File: config.mk
export PLATFORM = sky130hd
export DESIGN_NAME = decode_stage_pipe_flat
export DESIGN_NICKNAME = d
export VERILOG_FILES = /design/src/rtl/decode_stage_pipe_pkg.sv /design/src/rtl/decode_stage_pipe_if.sv /design/src/rtl/decode_stage_pipe_imm_gen.sv /design/src/rtl/decode_stage_pipe.sv /design/src/flat_wrapper.sv
export SDC_FILE = /design/constraint.sdc
export NUM_CORES = 1
export LEC_CHECK = 0
export BUFFER_PORTS_ARGS = -buffer_cell sky130_fd_sc_hd__buf_2
export CAP_MARGIN = 20
export CELL_PAD_IN_SITES_DETAIL_PLACEMENT = 1
export CELL_PAD_IN_SITES_GLOBAL_PLACEMENT = 2
export CORE_MARGIN = 2
export CORE_UTILIZATION = 37
export CTS_CLUSTER_DIAMETER = 80
export DETAILED_ROUTE_END_ITERATION = 10
export HOLD_SLACK_MARGIN = 0.05
export PLACE_DENSITY = 0.84
export REMOVE_ABC_BUFFERS = 1
export SYNTH_ARGS = -nofsm -noshare
export SYNTH_HDL_FRONTEND = slang
export SYNTH_HIERARCHICAL = 1
export SYNTH_SLANG_ARGS = --single-unit
File: constraint.sdc
create_clock -name clk -period 10.49 [get_ports clk]
set_input_delay 2.098 -clock clk [delete_from_list [all_inputs] [get_ports clk]]
set_output_delay 2.098 -clock clk [all_outputs]
set_load 0.01 [all_outputs]
File: src/rtl/decode_stage_pipe_pkg.sv
// Shared definitions for the decode stage: RV32I opcodes, immediate formats
// and the per-instruction field bundle carried down the pipeline.
package decode_stage_pipe_pkg;

  localparam int XLEN_DEFAULT = 32;

  localparam logic [6:0] OP_IMM = 7'b0010011;
  localparam logic [6:0] JALR   = 7'b1100111;
  localparam logic [6:0] LOAD   = 7'b0000011;
  localparam logic [6:0] STORE  = 7'b0100011;
  localparam logic [6:0] BRANCH = 7'b1100011;
  localparam logic [6:0] AUIPC  = 7'b0010111;
  localparam logic [6:0] LUI    = 7'b0110111;
  localparam logic [6:0] JAL    = 7'b1101111;
  localparam logic [6:0] OP     = 7'b0110011;

  typedef enum logic [2:0] {
    FMT_I,
    FMT_S,
    FMT_B,
    FMT_U,
    FMT_J,
    FMT_R,
    FMT_NONE
  } immFmt_e;

  // Width-independent part of a decoded instruction
  typedef struct packed {
    logic [6:0] opcode;
    logic [2:0] func3;
    logic [6:0] func7;
    logic [4:0] rd;
    logic [4:0] rs1;
    logic [4:0] rs2;
    logic       illegal;
  } instrFields_t;

  function automatic instrFields_t splitFields(input logic [31:0] instr, input logic illegal);
    instrFields_t f;
    f.opcode  = instr[6:0];
    f.func3   = instr[14:12];
    f.func7   = instr[31:25];
    f.rd      = instr[11:7];
    f.rs1     = instr[19:15];
    f.rs2     = instr[24:20];
    f.illegal = illegal;
    return f;
  endfunction

endpackage

File: src/rtl/decode_stage_pipe_if.sv
// Instruction-in / decoded-bundle-out bus of the decode stage, including the
// register-file read port, writeback snoop and stall/flush controls.
interface decode_stage_pipe_if #(
  parameter int XLEN = decode_stage_pipe_pkg::XLEN_DEFAULT
);
  logic            in_valid;
  logic            in_ready;
  logic [31:0]     instr;
  logic [XLEN-1:0] pc;
  logic [4:0]      rf_raddr0;
  logic [4:0]      rf_raddr1;
  logic [XLEN-1:0] rf_rdata0;
  logic [XLEN-1:0] rf_rdata1;
  logic            wb_we;
  logic [4:0]      wb_addr;
  logic [XLEN-1:0] wb_data;
  logic            stall;
  logic            flush;
  logic            out_valid;
  logic [6:0]      out_opcode;
  logic [2:0]      out_func3;
  logic [6:0]      out_func7;
  logic [4:0]      out_rd;
  logic [XLEN-1:0] out_rs1_data;
  logic [XLEN-1:0] out_rs2_data;
  logic [XLEN-1:0] out_imm;
  logic [XLEN-1:0] out_pc;
  logic            out_illegal;

  // Fetch / register file / control side
  modport master (
    output in_valid, instr, pc, rf_rdata0, rf_rdata1, wb_we, wb_addr, wb_data, stall, flush,
    input  in_ready, rf_raddr0, rf_raddr1, out_valid, out_opcode, out_func3, out_func7,
           out_rd, out_rs1_data, out_rs2_data, out_imm, out_pc, out_illegal
  );

  // Decode stage side
  modport slave (
    input  in_valid, instr, pc, rf_rdata0, rf_rdata1, wb_we, wb_addr, wb_data, stall, flush,
    output in_ready, rf_raddr0, rf_raddr1, out_valid, out_opcode, out_func3, out_func7,
           out_rd, out_rs1_data, out_rs2_data, out_imm, out_pc, out_illegal
  );
endinterface

File: src/rtl/decode_stage_pipe_imm_gen.sv
// Combinational immediate generator: classifies the opcode into an immediate
// format and builds the sign/zero-extended immediate. Unknown opcodes give
// imm = 0 with illegal set.
module decode_stage_pipe_imm_gen
  import decode_stage_pipe_pkg::*;
#(
  parameter int XLEN = XLEN_DEFAULT
) (
  input  logic [31:0]     instr,
  output logic [XLEN-1:0] imm,
  output immFmt_e         fmt,
  output logic            illegal
);

  logic shiftImm;

  // Format classification and immediate assembly
  always_comb begin
    fmt      = FMT_NONE;
    imm      = '0;
    // SLLI/SRLI/SRAI carry shamt plus func7 bits, so they are not sign-extended
    shiftImm = (instr[6:0] == OP_IMM) && ((instr[14:12] == 3'b001) || (instr[14:12] == 3'b101));
    unique case (instr[6:0])
      OP_IMM, JALR, LOAD: fmt = FMT_I;
      STORE:              fmt = FMT_S;
      BRANCH:             fmt = FMT_B;
      AUIPC, LUI:         fmt = FMT_U;
      JAL:                fmt = FMT_J;
      OP:                 fmt = FMT_R;
      default:            fmt = FMT_NONE;
    endcase
    case (fmt)
      FMT_I:   imm = shiftImm ? XLEN'(instr[31:20]) : XLEN'($signed(instr[31:20]));
      FMT_S:   imm = XLEN'($signed({instr[31:25], instr[11:7]}));
      FMT_B:   imm = XLEN'($signed({instr[31], instr[7], instr[30:25], instr[11:8], 1'b0}));
      FMT_U:   imm = XLEN'($signed({instr[31:12], 12'b0}));
      FMT_J:   imm = XLEN'($signed({instr[31], instr[19:12], instr[20], instr[30:21], 1'b0}));
      default: imm = '0;
    endcase
    illegal = (fmt == FMT_NONE);
  end

endmodule

File: src/rtl/decode_stage_pipe.sv
// RV32I decode stage: splits the instruction, reads operands (with writeback
// bypass), and carries the bundle through DEPTH register stages with
// valid/stall/flush control and in-flight operand refresh.
module decode_stage_pipe
  import decode_stage_pipe_pkg::*;
#(
  parameter int XLEN   = XLEN_DEFAULT,
  parameter int DEPTH  = 2,
  parameter int FWD_EN = 1
) (
  input logic clk,
  input logic reset,
  decode_stage_pipe_if.slave bus
);

  logic [31:0]     instr;
  logic [4:0]      rs1Num;
  logic [4:0]      rs2Num;
  logic [XLEN-1:0] capImm;
  immFmt_e         capFmt;
  logic            capIllegal;
  logic            unusedFmt;
  logic [XLEN-1:0] capRs1Data;
  logic [XLEN-1:0] capRs2Data;
  instrFields_t    capFields;

  logic            validReg   [DEPTH];
  instrFields_t    fieldsReg  [DEPTH];
  logic [XLEN-1:0] rs1DataReg [DEPTH];
  logic [XLEN-1:0] rs2DataReg [DEPTH];
  logic [XLEN-1:0] immReg     [DEPTH];
  logic [XLEN-1:0] pcReg      [DEPTH];
  logic [XLEN-1:0] rs1Fresh   [DEPTH];
  logic [XLEN-1:0] rs2Fresh   [DEPTH];

  // A writeback to a nonzero register matching rs replaces that operand
  function automatic logic wbHits(input logic [4:0] rs, input logic we, input logic [4:0] addr);
    return (FWD_EN != 0) && we && (addr != 5'd0) && (addr == rs);
  endfunction

  assign instr         = bus.instr;
  assign rs1Num        = instr[19:15];
  assign rs2Num        = instr[24:20];
  assign bus.rf_raddr0 = rs1Num;
  assign bus.rf_raddr1 = rs2Num;
  assign bus.in_ready  = !bus.stall;
  assign capFields     = splitFields(instr, capIllegal);
  // Format is only needed by other users of the generator
  assign unusedFmt     = ^capFmt;

  decode_stage_pipe_imm_gen #(.XLEN(XLEN)) immGen (
    .instr   (instr),
    .imm     (capImm),
    .fmt     (capFmt),
    .illegal (capIllegal)
  );

  // Operand capture: x0 reads zero, a same-cycle writeback beats the register file
  always_comb begin
    capRs1Data = bus.rf_rdata0;
    capRs2Data = bus.rf_rdata1;
    if (rs1Num == 5'd0) capRs1Data = '0;
    else if (wbHits(rs1Num, bus.wb_we, bus.wb_addr)) capRs1Data = bus.wb_data;
    if (rs2Num == 5'd0) capRs2Data = '0;
    else if (wbHits(rs2Num, bus.wb_we, bus.wb_addr)) capRs2Data = bus.wb_data;
  end

  generate
    for (genvar gi = 0; gi < DEPTH; gi++) begin : gStage
      logic            srcValid;
      instrFields_t    srcFields;
      logic [XLEN-1:0] srcRs1;
      logic [XLEN-1:0] srcRs2;
      logic [XLEN-1:0] srcImm;
      logic [XLEN-1:0] srcPc;

      // This stage's operands with the current writeback folded in
      assign rs1Fresh[gi] = (validReg[gi] && wbHits(fieldsReg[gi].rs1, bus.wb_we, bus.wb_addr))
                            ? bus.wb_data : rs1DataReg[gi];
      assign rs2Fresh[gi] = (validReg[gi] && wbHits(fieldsReg[gi].rs2, bus.wb_we, bus.wb_addr))
                            ? bus.wb_data : rs2DataReg[gi];

      if (gi == 0) begin : gSrcCapture
        assign srcValid  = bus.in_valid;
        assign srcFields = capFields;
        assign srcRs1    = capRs1Data;
        assign srcRs2    = capRs2Data;
        assign srcImm    = capImm;
        assign srcPc     = bus.pc;
      end else begin : gSrcPrev
        assign srcValid  = validReg[gi-1];
        assign srcFields = fieldsReg[gi-1];
        assign srcRs1    = rs1Fresh[gi-1];
        assign srcRs2    = rs2Fresh[gi-1];
        assign srcImm    = immReg[gi-1];
        assign srcPc     = pcReg[gi-1];
      end

      // Stage register: reset clears, flush drops valid, stall holds with refresh, else advance
      always_ff @(posedge clk) begin
        if (reset) begin
          validReg[gi]   <= 1'b0;
          fieldsReg[gi]  <= '0;
          rs1DataReg[gi] <= '0;
          rs2DataReg[gi] <= '0;
          immReg[gi]     <= '0;
          pcReg[gi]      <= '0;
        end else if (bus.flush) begin
          validReg[gi]   <= 1'b0;
        end else if (bus.stall) begin
          rs1DataReg[gi] <= rs1Fresh[gi];
          rs2DataReg[gi] <= rs2Fresh[gi];
        end else begin
          validReg[gi]   <= srcValid;
          fieldsReg[gi]  <= srcFields;
          rs1DataReg[gi] <= srcRs1;
          rs2DataReg[gi] <= srcRs2;
          immReg[gi]     <= srcImm;
          pcReg[gi]      <= srcPc;
        end
      end
    end
  endgenerate

  assign bus.out_valid    = validReg[DEPTH-1];
  assign bus.out_opcode   = fieldsReg[DEPTH-1].opcode;
  assign bus.out_func3    = fieldsReg[DEPTH-1].func3;
  assign bus.out_func7    = fieldsReg[DEPTH-1].func7;
  assign bus.out_rd       = fieldsReg[DEPTH-1].rd;
  assign bus.out_illegal  = fieldsReg[DEPTH-1].illegal;
  assign bus.out_rs1_data = rs1DataReg[DEPTH-1];
  assign bus.out_rs2_data = rs2DataReg[DEPTH-1];
  assign bus.out_imm      = immReg[DEPTH-1];
  assign bus.out_pc       = pcReg[DEPTH-1];

endmodule
File: src/flat_wrapper.sv
// flat-port wrapper written by rule: the top's interface ports become plain ports
module decode_stage_pipe_flat import decode_stage_pipe_pkg::*;
#(
  parameter int XLEN   = XLEN_DEFAULT,
  parameter int DEPTH  = 2,
  parameter int FWD_EN = 1
)
  (clk, reset, bus_in_valid, bus_instr, bus_pc, bus_rf_rdata0, bus_rf_rdata1, bus_wb_we, bus_wb_addr, bus_wb_data, bus_stall, bus_flush, bus_in_ready, bus_rf_raddr0, bus_rf_raddr1, bus_out_valid, bus_out_opcode, bus_out_func3, bus_out_func7, bus_out_rd, bus_out_rs1_data, bus_out_rs2_data, bus_out_imm, bus_out_pc, bus_out_illegal);
  decode_stage_pipe_if #(.XLEN(XLEN)) bus_i ();
  input logic clk;
  input logic reset;
  input wire logic [$bits(bus_i.in_valid)-1:0] bus_in_valid;
  input wire logic [$bits(bus_i.instr)-1:0] bus_instr;
  input wire logic [$bits(bus_i.pc)-1:0] bus_pc;
  input wire logic [$bits(bus_i.rf_rdata0)-1:0] bus_rf_rdata0;
  input wire logic [$bits(bus_i.rf_rdata1)-1:0] bus_rf_rdata1;
  input wire logic [$bits(bus_i.wb_we)-1:0] bus_wb_we;
  input wire logic [$bits(bus_i.wb_addr)-1:0] bus_wb_addr;
  input wire logic [$bits(bus_i.wb_data)-1:0] bus_wb_data;
  input wire logic [$bits(bus_i.stall)-1:0] bus_stall;
  input wire logic [$bits(bus_i.flush)-1:0] bus_flush;
  output wire logic [$bits(bus_i.in_ready)-1:0] bus_in_ready;
  output wire logic [$bits(bus_i.rf_raddr0)-1:0] bus_rf_raddr0;
  output wire logic [$bits(bus_i.rf_raddr1)-1:0] bus_rf_raddr1;
  output wire logic [$bits(bus_i.out_valid)-1:0] bus_out_valid;
  output wire logic [$bits(bus_i.out_opcode)-1:0] bus_out_opcode;
  output wire logic [$bits(bus_i.out_func3)-1:0] bus_out_func3;
  output wire logic [$bits(bus_i.out_func7)-1:0] bus_out_func7;
  output wire logic [$bits(bus_i.out_rd)-1:0] bus_out_rd;
  output wire logic [$bits(bus_i.out_rs1_data)-1:0] bus_out_rs1_data;
  output wire logic [$bits(bus_i.out_rs2_data)-1:0] bus_out_rs2_data;
  output wire logic [$bits(bus_i.out_imm)-1:0] bus_out_imm;
  output wire logic [$bits(bus_i.out_pc)-1:0] bus_out_pc;
  output wire logic [$bits(bus_i.out_illegal)-1:0] bus_out_illegal;
  assign bus_i.in_valid = bus_in_valid;
  assign bus_i.instr = bus_instr;
  assign bus_i.pc = bus_pc;
  assign bus_i.rf_rdata0 = bus_rf_rdata0;
  assign bus_i.rf_rdata1 = bus_rf_rdata1;
  assign bus_i.wb_we = bus_wb_we;
  assign bus_i.wb_addr = bus_wb_addr;
  assign bus_i.wb_data = bus_wb_data;
  assign bus_i.stall = bus_stall;
  assign bus_i.flush = bus_flush;
  assign bus_in_ready = bus_i.in_ready;
  assign bus_rf_raddr0 = bus_i.rf_raddr0;
  assign bus_rf_raddr1 = bus_i.rf_raddr1;
  assign bus_out_valid = bus_i.out_valid;
  assign bus_out_opcode = bus_i.out_opcode;
  assign bus_out_func3 = bus_i.out_func3;
  assign bus_out_func7 = bus_i.out_func7;
  assign bus_out_rd = bus_i.out_rd;
  assign bus_out_rs1_data = bus_i.out_rs1_data;
  assign bus_out_rs2_data = bus_i.out_rs2_data;
  assign bus_out_imm = bus_i.out_imm;
  assign bus_out_pc = bus_i.out_pc;
  assign bus_out_illegal = bus_i.out_illegal;
  decode_stage_pipe #(.XLEN(XLEN), .DEPTH(DEPTH), .FWD_EN(FWD_EN)) u_core (.clk(clk), .reset(reset), .bus(bus_i));
endmodule
* Word-level counts from Yosys, hierarchy flattened
Memories as Yosys holds them, arrays and structs flattened. Cells that the tools add are included.
Word-level totals: flip-flop bits (word level) 0, memory bits (writable) 324, bits of input ports 171, output and inout bits 163, logic and storage cells 108, memories kept 6
Operators by class: equal/unequal tests 22, mux-type cells 42, bitwise gates (word level) 18, reductions and logical operators 20
Memories:
- u_core.fieldsReg | depth 2, width 33, read ports 2, clocked after Yosys merged registers in 0, wr ports 2, RTL line decode_stage_pipe.sv:28 | instrFields_t fieldsReg [DEPTH];
- u_core.immReg | depth 2, width 32, read ports 2, clocked after Yosys merged registers in 0, wr ports 2, RTL line decode_stage_pipe.sv:31 | logic [XLEN-1:0] immReg [DEPTH];
- u_core.pcReg | depth 2, width 32, read ports 2, clocked after Yosys merged registers in 0, wr ports 2, RTL line decode_stage_pipe.sv:32 | logic [XLEN-1:0] pcReg [DEPTH];
- u_core.rs1DataReg | depth 2, width 32, read ports 2, clocked after Yosys merged registers in 0, wr ports 2, RTL line decode_stage_pipe.sv:29 | logic [XLEN-1:0] rs1DataReg [DEPTH];
- u_core.rs2DataReg | depth 2, width 32, read ports 2, clocked after Yosys merged registers in 0, wr ports 2, RTL line decode_stage_pipe.sv:30 | logic [XLEN-1:0] rs2DataReg [DEPTH];
- u_core.validReg | depth 2, width 1, read ports 2, clocked after Yosys merged registers in 0, wr ports 2, RTL line decode_stage_pipe.sv:27 | logic validReg [DEPTH];
Operators by type and width (number):
- 32-bit two-way mux | 21
- 32-bit one-hot mux with 5 select lines | 1
- 33-bit two-way mux | 2
- 5-bit equality test | 6
- 7-bit by 6-bit equality test with 1-bit output (second input constant) | 3
- 7-bit equality test (second input constant) | 3
- 1-bit bitwise OR | 18
- 3-bit one-hot mux with 6 select lines | 1
- 1-bit two-way mux | 17
- 7-bit by 5-bit equality test with 1-bit output (second input constant) | 2
- 1-bit logical AND | 12
- 5-bit zero test | 2
- 3-bit equality test (second input constant) | 3
- 7-bit by 2-bit equality test with 1-bit output (second input constant) | 1
- 3-bit by 1-bit equality test with 1-bit output (second input constant) | 2
- 3-bit by 2-bit equality test with 1-bit output (second input constant) | 2
- 5-bit nonzero test | 1
- 3-bit zero test | 1
- 3-bit OR reduction | 1
- 2-bit OR reduction | 1
- 1-bit zero test | 1
- 1-bit logical OR | 1

* Longest topological paths before layout
word-level depth 7, depth in mapped cells 8, mapped depth without buffers 5

* By module
The synthesis kept the hierarchy.
Modules (own cells, without submodules):
- decode_stage_pipe | instances 1, cells each 1059, area each 14622.8 um^2, sequential area each 9729.3 um^2
- decode_stage_pipe_imm_gen | instances 1, cells each 103, area each 580.6 um^2, sequential area each 0.0 um^2

* Least setup slack after synthesis
OpenSTA, ideal clock, no wires.
path kind input-to-reg, from in reset, to mem u_core/rs1DataReg[1][0] (netlist bit), enable pin, setup time 0.511 ns, arrival 7.511 ns, data required time 9.979 ns, path slack 2.468 ns, cell stages on the path 3, path buffers 0, cell sequence nand2b_1 o2111ai_1 o41ai_1
RTL lines:
- start: declaration | RTL line flat_wrapper.sv:11 | input logic reset;
- end: declaration | RTL line decode_stage_pipe.sv:29

* Worst setup path after layout
from in bus_stall, to out bus_in_ready
Between the ends: cells in the longest elaborated chain, start to end 1
RTL lines:
- start: declaration | RTL line flat_wrapper.sv:20 | input wire logic [$bits(bus_i.stall)-1:0] bus_stall;
- 1-bit zero test | RTL line decode_stage_pipe.sv:46 | assign bus.in_ready = !bus.stall;
- end: declaration | RTL line flat_wrapper.sv:22 | output wire logic [$bits(bus_i.in_ready)-1:0] bus_in_ready;
No other way between the ends.

==> flow_metrics.py <==
metrics = {
    "run_status": {
        "status": "complete, no violations",
    },
    "place": {
        "dpl.hpwl_mm": 26.7,
        "io_buffers": 333,
        "dpl.cell_count": 1902,
        "gp_congestion": 0.793,
        "post_dp_cell_area_sq_um": 16900,
    },
    "setup_path": {
        "cpPeakStageDelay_ns": 0.37,
        "critPathTopFamily": "buffers and inverters",
        "startpoint": "bus_stall",
        "worst_setup_path_start_kind": "input pin",
        "crit_chain": "buf_2 -> inv_4 -> buf_2",
        "reg2reg_setup_slack_ns": 8.22,
        "path_class": "input pin to primary output",
        "worst-path-buf-inv": 3,
        "crit_required_ns": 8.39,
        "cp.arrival_ns": 2.89,
        "cp_max_fo": 65,
        "endpoint_kind": "primary output",
        "r2r-start": "u_core/fieldsReg[0][5]",
        "critPathSlowestCell": "inv_4",
        "crit_top_cell": "buf_2",
    },
    "synthesis": {
        "synthCells": 1154,
        "syn-mean-instance-area_sq_um": 13.1,
        "yosys_warnings": 6,
        "syn_area_sq_um": 15200,
    },
    "timing": {
        "fin_worst_skew_ns": 0.0265,
        "fin_crit_sh": 0.476,
        "max_freq_mhz": 200,
        "setup_viol": 0,
        "worst_pin_slew_ns": 1.07,
        "final_hold_viol_count": 0,
        "fin_worst_hold_slack_ns": 0.548,
        "rsz0062_at_grt": "false",
        "finalMaxSlewViolations": 0,
        "maxSlewHeadroom": 0.281,
        "period_needed_ns": 4.99,
    },
    "routing": {
        "wl_per_cell_microns": 21.9,
        "via_count": 10500,
        "firstDrtPassIters": 5,
        "viasPerCell": 5.32,
        "remaining_drc_errors": 0,
        "ant_nets": 0,
        "first_iter_violations": 758,
        "totalWireLength_mm": 43.4,
    },
    "cts": {
        "hold_buffers": 0,
        "cts.sinks": 324,
        "cts_resized": 0,
        "clockRootBuffer": "clkbuf_16",
        "cts_tree": "done",
        "htreeDepth": 2,
        "clkLatencyLatePin_ns": 0.54,
        "cts_setup_buffers": 0,
        "clk_pin_slew_ns": 0.06,
        "cts.path.max_buffers": 3,
        "cts_inserted_buffers": 37,
    },
    "floorplanning": {
        "die_x_microns": 206,
        "initial_utilization": 0.373,
        "rows": 74,
        "core-area_sq_um": 40600,
        "num_io_pins": 334,
        "die_y_microns": 206,
        "dieArea_sq_um": 42600,
    },
    "grt": {
        "grt.total_usage": 0.194,
        "antenna_found_initial": 13,
        "grt_pass1_vias": 10700,
        "grt_start_max_net_pins": 139,
        "grt_first_pass_wirelength_mm": 63.3,
        "overflow": 0,
    },
    "pwr": {
        "finalPower_mw": 3.08,
        "pwr_density_cell_nw_per_um2": 170,
        "ir_drop_uv": 96.5,
        "p_leak_nw": 7.59,
    },
    "layout": {
        "stdcell_area_sq_um": 18100,
        "drive_gt1_frac": 0.292,
        "layout.nets": 1582,
        "final_common_cell": "buf_2",
        "stdcell_count": 1980,
        "layout_common_cells": "buf_2 (333), edfxtp_1 (324), and3_1 (197), mux2i_1 (128), nand2_1 (93)",
        "syn_to_final_growth_pct": 19.5,
    },
    "min_path": {
        "hold_path_startpoint": "u_core/rs2DataReg[0][26]",
        "min_path_type": "flop to flop",
    },
    "flow_run": {
        "maxCapViolations": 0,
    },
}
==> final cells by class <==
cell class / instances / area [sq um]
sequential: 324 / 9730
clock buffer: 47 / 985
fill: 4327 / 22500
multi-input combinational: 692 / 4690
antenna: 12 / 30.0
timing repair buffer: 351 / 1840
inverter: 5 / 26.3
tap: 532 / 666
clock inverter: 17 / 150
==> worst paths after layout <==
check,cells past startpoint,end
worst max-delay path,3,bus_in_ready
worst min register to register,2,u_core/rs2DataReg[1][26]
worst min-delay path,2,u_core/rs2DataReg[1][26]
worst max register to register,6,u_core/rs2DataReg[0][10]
==> stage by stage <==
stage                util  setup slack (ns)  setup TNS, ns
CTS                 0.444              5.51              0
floorplan               -             -1.46         -91.85
global placement    0.416              5.49              0
detailed placement  0.416              5.41              0
finish              0.446              5.50              0
global route        0.446              5.42              0
==> sequential cells by signal, summed over array words and instances (netlist names) <==
signal	count
u_core/rs2DataReg	64
u_core/fieldsReg	66
u_core/pcReg	64
u_core/rs1DataReg	64
u_core/immReg	64
u_core/validReg	2
==> worst register-to-register path, delay by kind of cell (launching register included) <==
kind	cells	cell delay, ns
AOI/OAI and AO/OA	1	0.10
xor gates and xnor gates	1	0.18
buffers and inverters	1	0.58
DFF	1	0.39
muxes	1	0.32
and+or+nand+nor	2	0.39
==> where the power goes <==
group          internal, mW  total, mW  switching [mW]
sequential             1.53       1.56          0.0306
combinational         0.102      0.287           0.186
clock                 0.714       1.23           0.518
==> per-layer routing <==
metal	vias up	track usage	wire (microns)
met4	4	0.0776	1100
met3	73	0.0364	2210
met5	-	0	24
met2	297	0.323	21900
li1	4871	-	-
met1	5294	0.249	18200
(Power assumes the default switching activity.)
